===== src/rtl/output_buffer_ctrl.sv =====
// rtl/output_buffer_ctrl.sv - padded 3x3 output buffer sequencer: bordered fill, then window read sweep
// Optional OBUF_CTRL_PAD_ONCE_EN: zero border written only by the first frame after reset.
module output_buffer_ctrl #(
    parameter int DATA_WIDTH   = 8,
    parameter int OUT_CHANNELS = 3,
    parameter int IN_WIDTH     = 5,
    parameter int IN_HEIGHT    = 5,
    localparam int PAD_W = IN_WIDTH + 2,
    localparam int PAD_H = IN_HEIGHT + 2,
    localparam int DEPTH = PAD_W * PAD_H * OUT_CHANNELS,
    localparam int NPIX  = IN_WIDTH * IN_HEIGHT,
    localparam int AW    = $clog2(DEPTH),
    localparam int RW    = $clog2(NPIX)
) (
    input  logic                  clk,
    input  logic                  rst_n,
    input  logic                  start,
    input  logic [DATA_WIDTH-1:0] in_data,
    input  logic                  in_valid,
    output logic                  in_ready,
    output logic [DATA_WIDTH-1:0] buf_wr_data,
    output logic [AW-1:0]         buf_wr_addr,
    output logic                  buf_wr_en,
    output logic                  buf_is_padding,
    output logic [RW-1:0]         buf_rd_addr,
    output logic                  buf_rd_en,
    output logic                  win_valid,
    input  logic                  win_ready,
    output logic                  busy,
    output logic                  done
);

    localparam int CW  = (OUT_CHANNELS > 1) ? $clog2(OUT_CHANNELS) : 1;
    localparam int PRW = $clog2(PAD_H);
    localparam int PCW = $clog2(PAD_W);

    localparam logic [CW-1:0]  CH_LAST      = CW'(OUT_CHANNELS - 1);
    localparam logic [PCW-1:0] PC_LAST      = PCW'(PAD_W - 1);
    localparam logic [PCW-1:0] PC_LAST_INT  = PCW'(PAD_W - 2);
    localparam logic [PRW-1:0] PR_LAST      = PRW'(PAD_H - 1);
    localparam logic [AW-1:0]  WA_LAST      = AW'(DEPTH - 1);
    localparam logic [AW-1:0]  WA_LAST_INT  = AW'(((PAD_H - 2) * PAD_W + PAD_W - 1) * OUT_CHANNELS - 1);
    localparam logic [AW-1:0]  WA_FIRST_INT = AW'((PAD_W + 1) * OUT_CHANNELS);
    localparam logic [AW-1:0]  WA_ROW_SKIP  = AW'(2 * OUT_CHANNELS + 1);
    localparam logic [RW-1:0]  RA_LAST      = RW'(NPIX - 1);

    typedef enum logic [1:0] {S_IDLE, S_FILL, S_READ} state_t;

    state_t         r_state, w_state_nxt;
    logic [PRW-1:0] r_pr;
    logic [PCW-1:0] r_pc;
    logic [CW-1:0]  r_ch;
    logic [AW-1:0]  r_wa;
    logic [RW-1:0]  r_ra;
    logic           r_ra_pending;
    logic           r_win_valid;
    logic           r_done;

    logic           w_border;
    logic           w_fill_adv;
    logic           w_fill_end;
    logic           w_last_hs;
    logic           w_skip_border;
    logic [AW-1:0]  w_wa_last;

`ifdef OBUF_CTRL_PAD_ONCE_EN
    logic r_pad_done;

    always_ff @(posedge clk or negedge rst_n) begin
        if (!rst_n)          r_pad_done <= 1'b0;
        else if (w_fill_end) r_pad_done <= 1'b1;
    end

    assign w_skip_border = r_pad_done;
`else
    assign w_skip_border = 1'b0;
`endif

    assign w_border  = (r_pr == '0) || (r_pr == PR_LAST) || (r_pc == '0) || (r_pc == PC_LAST);
    assign w_wa_last = w_skip_border ? WA_LAST_INT : WA_LAST;

    always_ff @(posedge clk or negedge rst_n) begin
        if (!rst_n) r_state <= S_IDLE;
        else        r_state <= w_state_nxt;
    end

    always_comb begin
        w_state_nxt    = r_state;
        in_ready       = 1'b0;
        buf_wr_en      = 1'b0;
        buf_is_padding = 1'b0;
        buf_wr_addr    = '0;
        buf_rd_en      = 1'b0;
        buf_rd_addr    = '0;
        w_fill_adv     = 1'b0;
        w_fill_end     = 1'b0;
        w_last_hs      = 1'b0;
        case (r_state)
            S_IDLE: begin
                if (start) w_state_nxt = S_FILL;
            end
            S_FILL: begin
                buf_wr_addr    = r_wa;
                buf_is_padding = w_border;
                buf_wr_en      = w_border || in_valid;
                in_ready       = !w_border;
                w_fill_adv     = w_border || in_valid;
                w_fill_end     = w_fill_adv && (r_wa == w_wa_last);
                if (w_fill_end) w_state_nxt = S_READ;
            end
            S_READ: begin
                buf_rd_addr = r_ra;
                buf_rd_en   = r_ra_pending && (!r_win_valid || win_ready);
                // With nothing left to issue, the window on display is the last one.
                w_last_hs   = r_win_valid && win_ready && !r_ra_pending;
                if (w_last_hs) w_state_nxt = S_IDLE;
            end
            default: w_state_nxt = S_IDLE;
        endcase
    end

    always_ff @(posedge clk or negedge rst_n) begin
        if (!rst_n) begin
            r_pr         <= '0;
            r_pc         <= '0;
            r_ch         <= '0;
            r_wa         <= '0;
            r_ra         <= '0;
            r_ra_pending <= 1'b0;
            r_win_valid  <= 1'b0;
        end else begin
            case (r_state)
                S_IDLE: begin
                    r_ch         <= '0;
                    r_ra         <= '0;
                    r_ra_pending <= 1'b0;
                    r_win_valid  <= 1'b0;
                    r_pr         <= w_skip_border ? PRW'(1) : '0;
                    r_pc         <= w_skip_border ? PCW'(1) : '0;
                    r_wa         <= w_skip_border ? WA_FIRST_INT : '0;
                end
                S_FILL: begin
                    if (w_fill_end) begin
                        r_ra         <= '0;
                        r_ra_pending <= 1'b1;
                    end else if (w_fill_adv) begin
                        if (r_ch != CH_LAST) begin
                            r_ch <= r_ch + CW'(1);
                            r_wa <= r_wa + AW'(1);
                        end else if (w_skip_border && (r_pc == PC_LAST_INT)) begin
                            // Jump over the right border of this row and the left border of the next.
                            r_ch <= '0;
                            r_pc <= PCW'(1);
                            r_pr <= r_pr + PRW'(1);
                            r_wa <= r_wa + WA_ROW_SKIP;
                        end else if (r_pc == PC_LAST) begin
                            r_ch <= '0;
                            r_pc <= '0;
                            r_pr <= r_pr + PRW'(1);
                            r_wa <= r_wa + AW'(1);
                        end else begin
                            r_ch <= '0;
                            r_pc <= r_pc + PCW'(1);
                            r_wa <= r_wa + AW'(1);
                        end
                    end
                end
                S_READ: begin
                    if (buf_rd_en) begin
                        if (r_ra == RA_LAST) r_ra_pending <= 1'b0;
                        else                 r_ra         <= r_ra + RW'(1);
                    end
                    if (buf_rd_en)      r_win_valid <= 1'b1;
                    else if (win_ready) r_win_valid <= 1'b0;
                end
                default: begin
                    r_ra_pending <= 1'b0;
                    r_win_valid  <= 1'b0;
                end
            endcase
        end
    end

    always_ff @(posedge clk or negedge rst_n) begin
        if (!rst_n) r_done <= 1'b0;
        else        r_done <= w_last_hs;
    end

    assign buf_wr_data = in_data;
    assign win_valid   = r_win_valid;
    assign busy        = (r_state != S_IDLE);
    assign done        = r_done;

endmodule


===== config.mk =====
export PLATFORM = sky130hd
export DESIGN_NAME = output_buffer_ctrl
export DESIGN_NICKNAME = d
export VERILOG_FILES = /design/src/rtl/output_buffer_ctrl.sv
export SDC_FILE = /design/constraint.sdc
export NUM_CORES = 1
export LEC_CHECK = 0
export CORE_MARGIN = 3
export CORE_UTILIZATION = 40
export CTS_CLUSTER_SIZE = 24
export DETAILED_ROUTE_END_ITERATION = 12
export MAX_ROUTING_LAYER = met4
export PLACE_DENSITY = 0.7
export SLEW_MARGIN = 20
export SYNTH_ARGS = -nofsm -noshare
export SYNTH_HDL_FRONTEND = slang
export SYNTH_SLANG_ARGS = --single-unit

===== constraint.sdc =====
create_clock -name clk -period 2.4 [get_ports clk]
set_input_delay 0.36 -clock clk [delete_from_list [all_inputs] [get_ports clk]]
set_output_delay 0.36 -clock clk [all_outputs]
set_load 0.01 [all_outputs]

==> out/results.tsv <==
stage	metric	value	unit
run_status	outcome	completed	
synthesis	synth_area	1830	um2
global_route	gr-total-overflow	0	
cells_and_area	diodes	0	
critical_path	crit_family	buffers and inverters	
synthesis	synth-seq-cells	26	
clock_network	cts_tree	yes	
clock_network	ctsHoldBuffers	0	
cells_and_area	fillers	388	
synthesis	syn_avg_cell_area	8.69	um2
floorplan	ios	41	
critical_path	reg2reg_to	r_pr[0]$_DFFE_PN0P_	
floorplan	dieHeight	73.7	um
synthesis	synth_adder_area_share	0.0478	
critical_path	cp-start-kind	register	
synthesis	muxShareOfSynthArea	0.00546	
critical_path	cp-end-kind	primary output	
timing	finalSetupViolCount	0	
global_route	grt_pass1_wl	7250	um
hold_path	hp-class	in2async	
power	power.total	1.87	mW
routing	vias	1645	
cells_and_area	finalInstanceArea	2160	um2
synthesis	synth-xor-area-share	0.00478	
cells_and_area	drive_gt1_frac	0.109	
cells_and_area	final_core_util	0.514	
clock_network	clock_latency	0.27	ns
global_route	antenna_found_initial	0	
cells_and_area	multi_input_area	1030	um2
routing	drc	0	
clock_network	cts.sinks	26	
routing	vias_per_cell	5.88	
cells_and_area	final_common_cell	dfrtp_1	
floorplan	core	4200	um2
critical_path	crit_chain	nor2b_1 -> buf_4 -> and2_1 -> clkdlybuf4s50_1	
critical_path	critPathMaxStageDelay	0.57	ns
floorplan	initial_core_util	0.436	
clock_network	clockBufferDepth	2	
timing	finalMaxSlewViolations	0	
global_route	grt_pass1_vias	1522	
placed_design	place_congestion	0.881	
synthesis	synth_top_flop_cell	dfrtp_1	
critical_path	rr_startpoint	r_pr[0]$_DFFE_PN0P_	
timing	fmax	0.441	GHz
synthesis	ys_warn_count	0	
timing	worstMarginPinSlew	0.728	ns
synthesis	synth_cell_types	49	
timing	period_needed	2.27	ns
synthesis	synth-compound-area-share	0.218	
cells_and_area	fin_nets	252	
routing	dr.pass1.iters	4	
timing	finalSetupTns	0	ns
timing	slew_headroom	0.513	
synthesis	syn_inst	211	
critical_path	critPathMaxFanout	13	
routing	wl	4280	um
synthesis	synth_top_family_by_area	simple AND/OR/NAND/NOR gates	
placed_design	dp.cells	274	
clock_network	h-tree-depth	1	
synthesis	synthSimpleGateAreaFrac	0.283	
job	drv_cap	0	
power	power.leakage	0.876	nW
global_route	grtUsageTotal	0.173	
routing	wl_per_cell	15.3	um
critical_path	required	2.04	ns
routing	drtIter0Drc	189	
timing	period_share	0.944	
power	ir_drop	0.000756	V
power	p_per_area	866	nW/um2
cells_and_area	fin_cells	280	
critical_path	rr_worst_depth	8	
synthesis	seq_area_frac_synth	0.355	
cells_and_area	regArea	651	um2
timing	clock_skew	0.00541	ns
synthesis	synthArstFlopShare	1.00	
clock_network	clk_pin_slew	0.09	ns
floorplan	dieArea	5430	um2
placed_design	placed_cell_area	2090	um2
routing	antenna_left	0	
synthesis	syn-num-nets	231	
critical_path	crit_arrival	1.91	ns
placed_design	dp_hpwl	2930	um
timing	rsz0062_at_grt	no	
critical_path	slowest_stage	dfrtp_1	
critical_path	cp_num_buf_inv	2	
timing	hold_violations	0	
floorplan	die-width	73.7	um
placed_design	io_buffers	24	
clock_network	numCtsBuffers	3	
clock_network	root_buffer	clkbuf_8	
cells_and_area	layout_common_cells	dfrtp_1, nand2_1, clkdlybuf4s50_1, nor2_1, and2_1	
cells_and_area	area_delta_synth_final	17.9	%
synthesis	synth_edf_count	0	
critical_path	critPathKind	reg2out	
global_route	grt_max_degree	27	
floorplan	rows	23	
critical_path	rrSetupSlack	0.29	ns
==> cell usage after synthesis, drive strengths merged (2+ instances only) <==
cell / count / area share
a21oi: 2 / 0.0055
a22o: 2 / 0.0096
a22oi: 3 / 0.012
a32oi: 6 / 0.029
and2: 14 / 0.048
and3: 2 / 0.0068
buf: 14 / 0.052
clkbuf: 7 / 0.015
dfrtp: 26 / 0.35
ha: 7 / 0.048
inv: 9 / 0.018
nand2: 23 / 0.047
nand2b: 8 / 0.027
nand3: 8 / 0.022
nand3b: 2 / 0.0082
nand4: 4 / 0.014
nor2: 16 / 0.033
nor2b: 2 / 0.0068
nor3: 4 / 0.016
nor4: 5 / 0.017
nor4b: 5 / 0.024
o211ai: 6 / 0.027
o21ai: 12 / 0.035
o22ai: 2 / 0.0068
o311ai: 4 / 0.019
==> worst max-delay path by stage <==
| stage | end | from | cells after the start | slack, ns |
|---|---|---|---|---|
| CTS | buf_wr_en | r_pr[0]$_DFFE_PN0P_ | 7 | 0.01 |
| detailed placement | in_ready | r_pr[0]$_DFFE_PN0P_ | 6 | 0.25 |
| global route | buf_wr_addr[2] | r_state[0]$_DFFE_PN0P_ | 4 | 0.03 |
| finish | buf_wr_addr[2] | r_state[0]$_DFFE_PN0P_ | 4 | 0.13 |
| floorplan | buf_wr_en | r_pr[0]$_DFFE_PN0P_ | 6 | 0.70 |
| global placement | in_ready | r_pr[0]$_DFFE_PN0P_ | 6 | 0.30 |
==> routing by layer <==
layer,GRT usage,share of wire
met5,-,0
met4,0.0262,0.0044
met3,0.0301,0.053
met2,0.266,0.46
met1,0.243,0.48
==> metrics by stage <==
stage,setup slack [ns],hold WS [ns]
2_1_floorplan,0.695,0.0644
3_3_place_gp,0.296,0.505
3_5_place_dp,0.250,0.513
4_1_cts,0.0107,0.464
5_1_grt,0.0251,0.491
6_report,0.134,0.453
==> sequential cells by signal, indices dropped and copies added (netlist names) <==
signal and cells:
r_ra 5, r_state 2, r_wa 8, done 1
r_ch 2, r_pc 3, r_pr 3, r_ra_pending 1
win_valid 1
==> logic make-up (layout without fill, tap and decap cells) <==
kind of cell | Yosys count | count (layout)
AOI/OAI and AO/OA | 50 | 50
xor gates and xnor gates | 1 | 1
adders and majority gates | 7 | 7
buffers and inverters | 30 | 49
DFF | 26 | 26
muxes | 1 | 1
and+or+nand+nor | 96 | 96
==> final cells by class <==
cell class	instances	area share
multi-input cells	155	0.477
flip-flops and latches	26	0.301
repair buffers	37	0.159
well taps	50	0.0290
clock buffers	3	0.0191
inverters	9	0.0156
==> power breakdown <==
part,internal [mW],total [mW],switching [mW]
combinational,0.454,0.902,0.448
sequential,0.545,0.719,0.174
clock,0.113,0.251,0.139
==> repair_timing <==
item / CTS / global route
gates resized for setup: 1 / 2
pin swaps: 0 / 0
buffers inserted: 2 / 1
endpoints found under the setup margin: 1 / 2
Note: power is estimated with default switching activity, not from simulation.
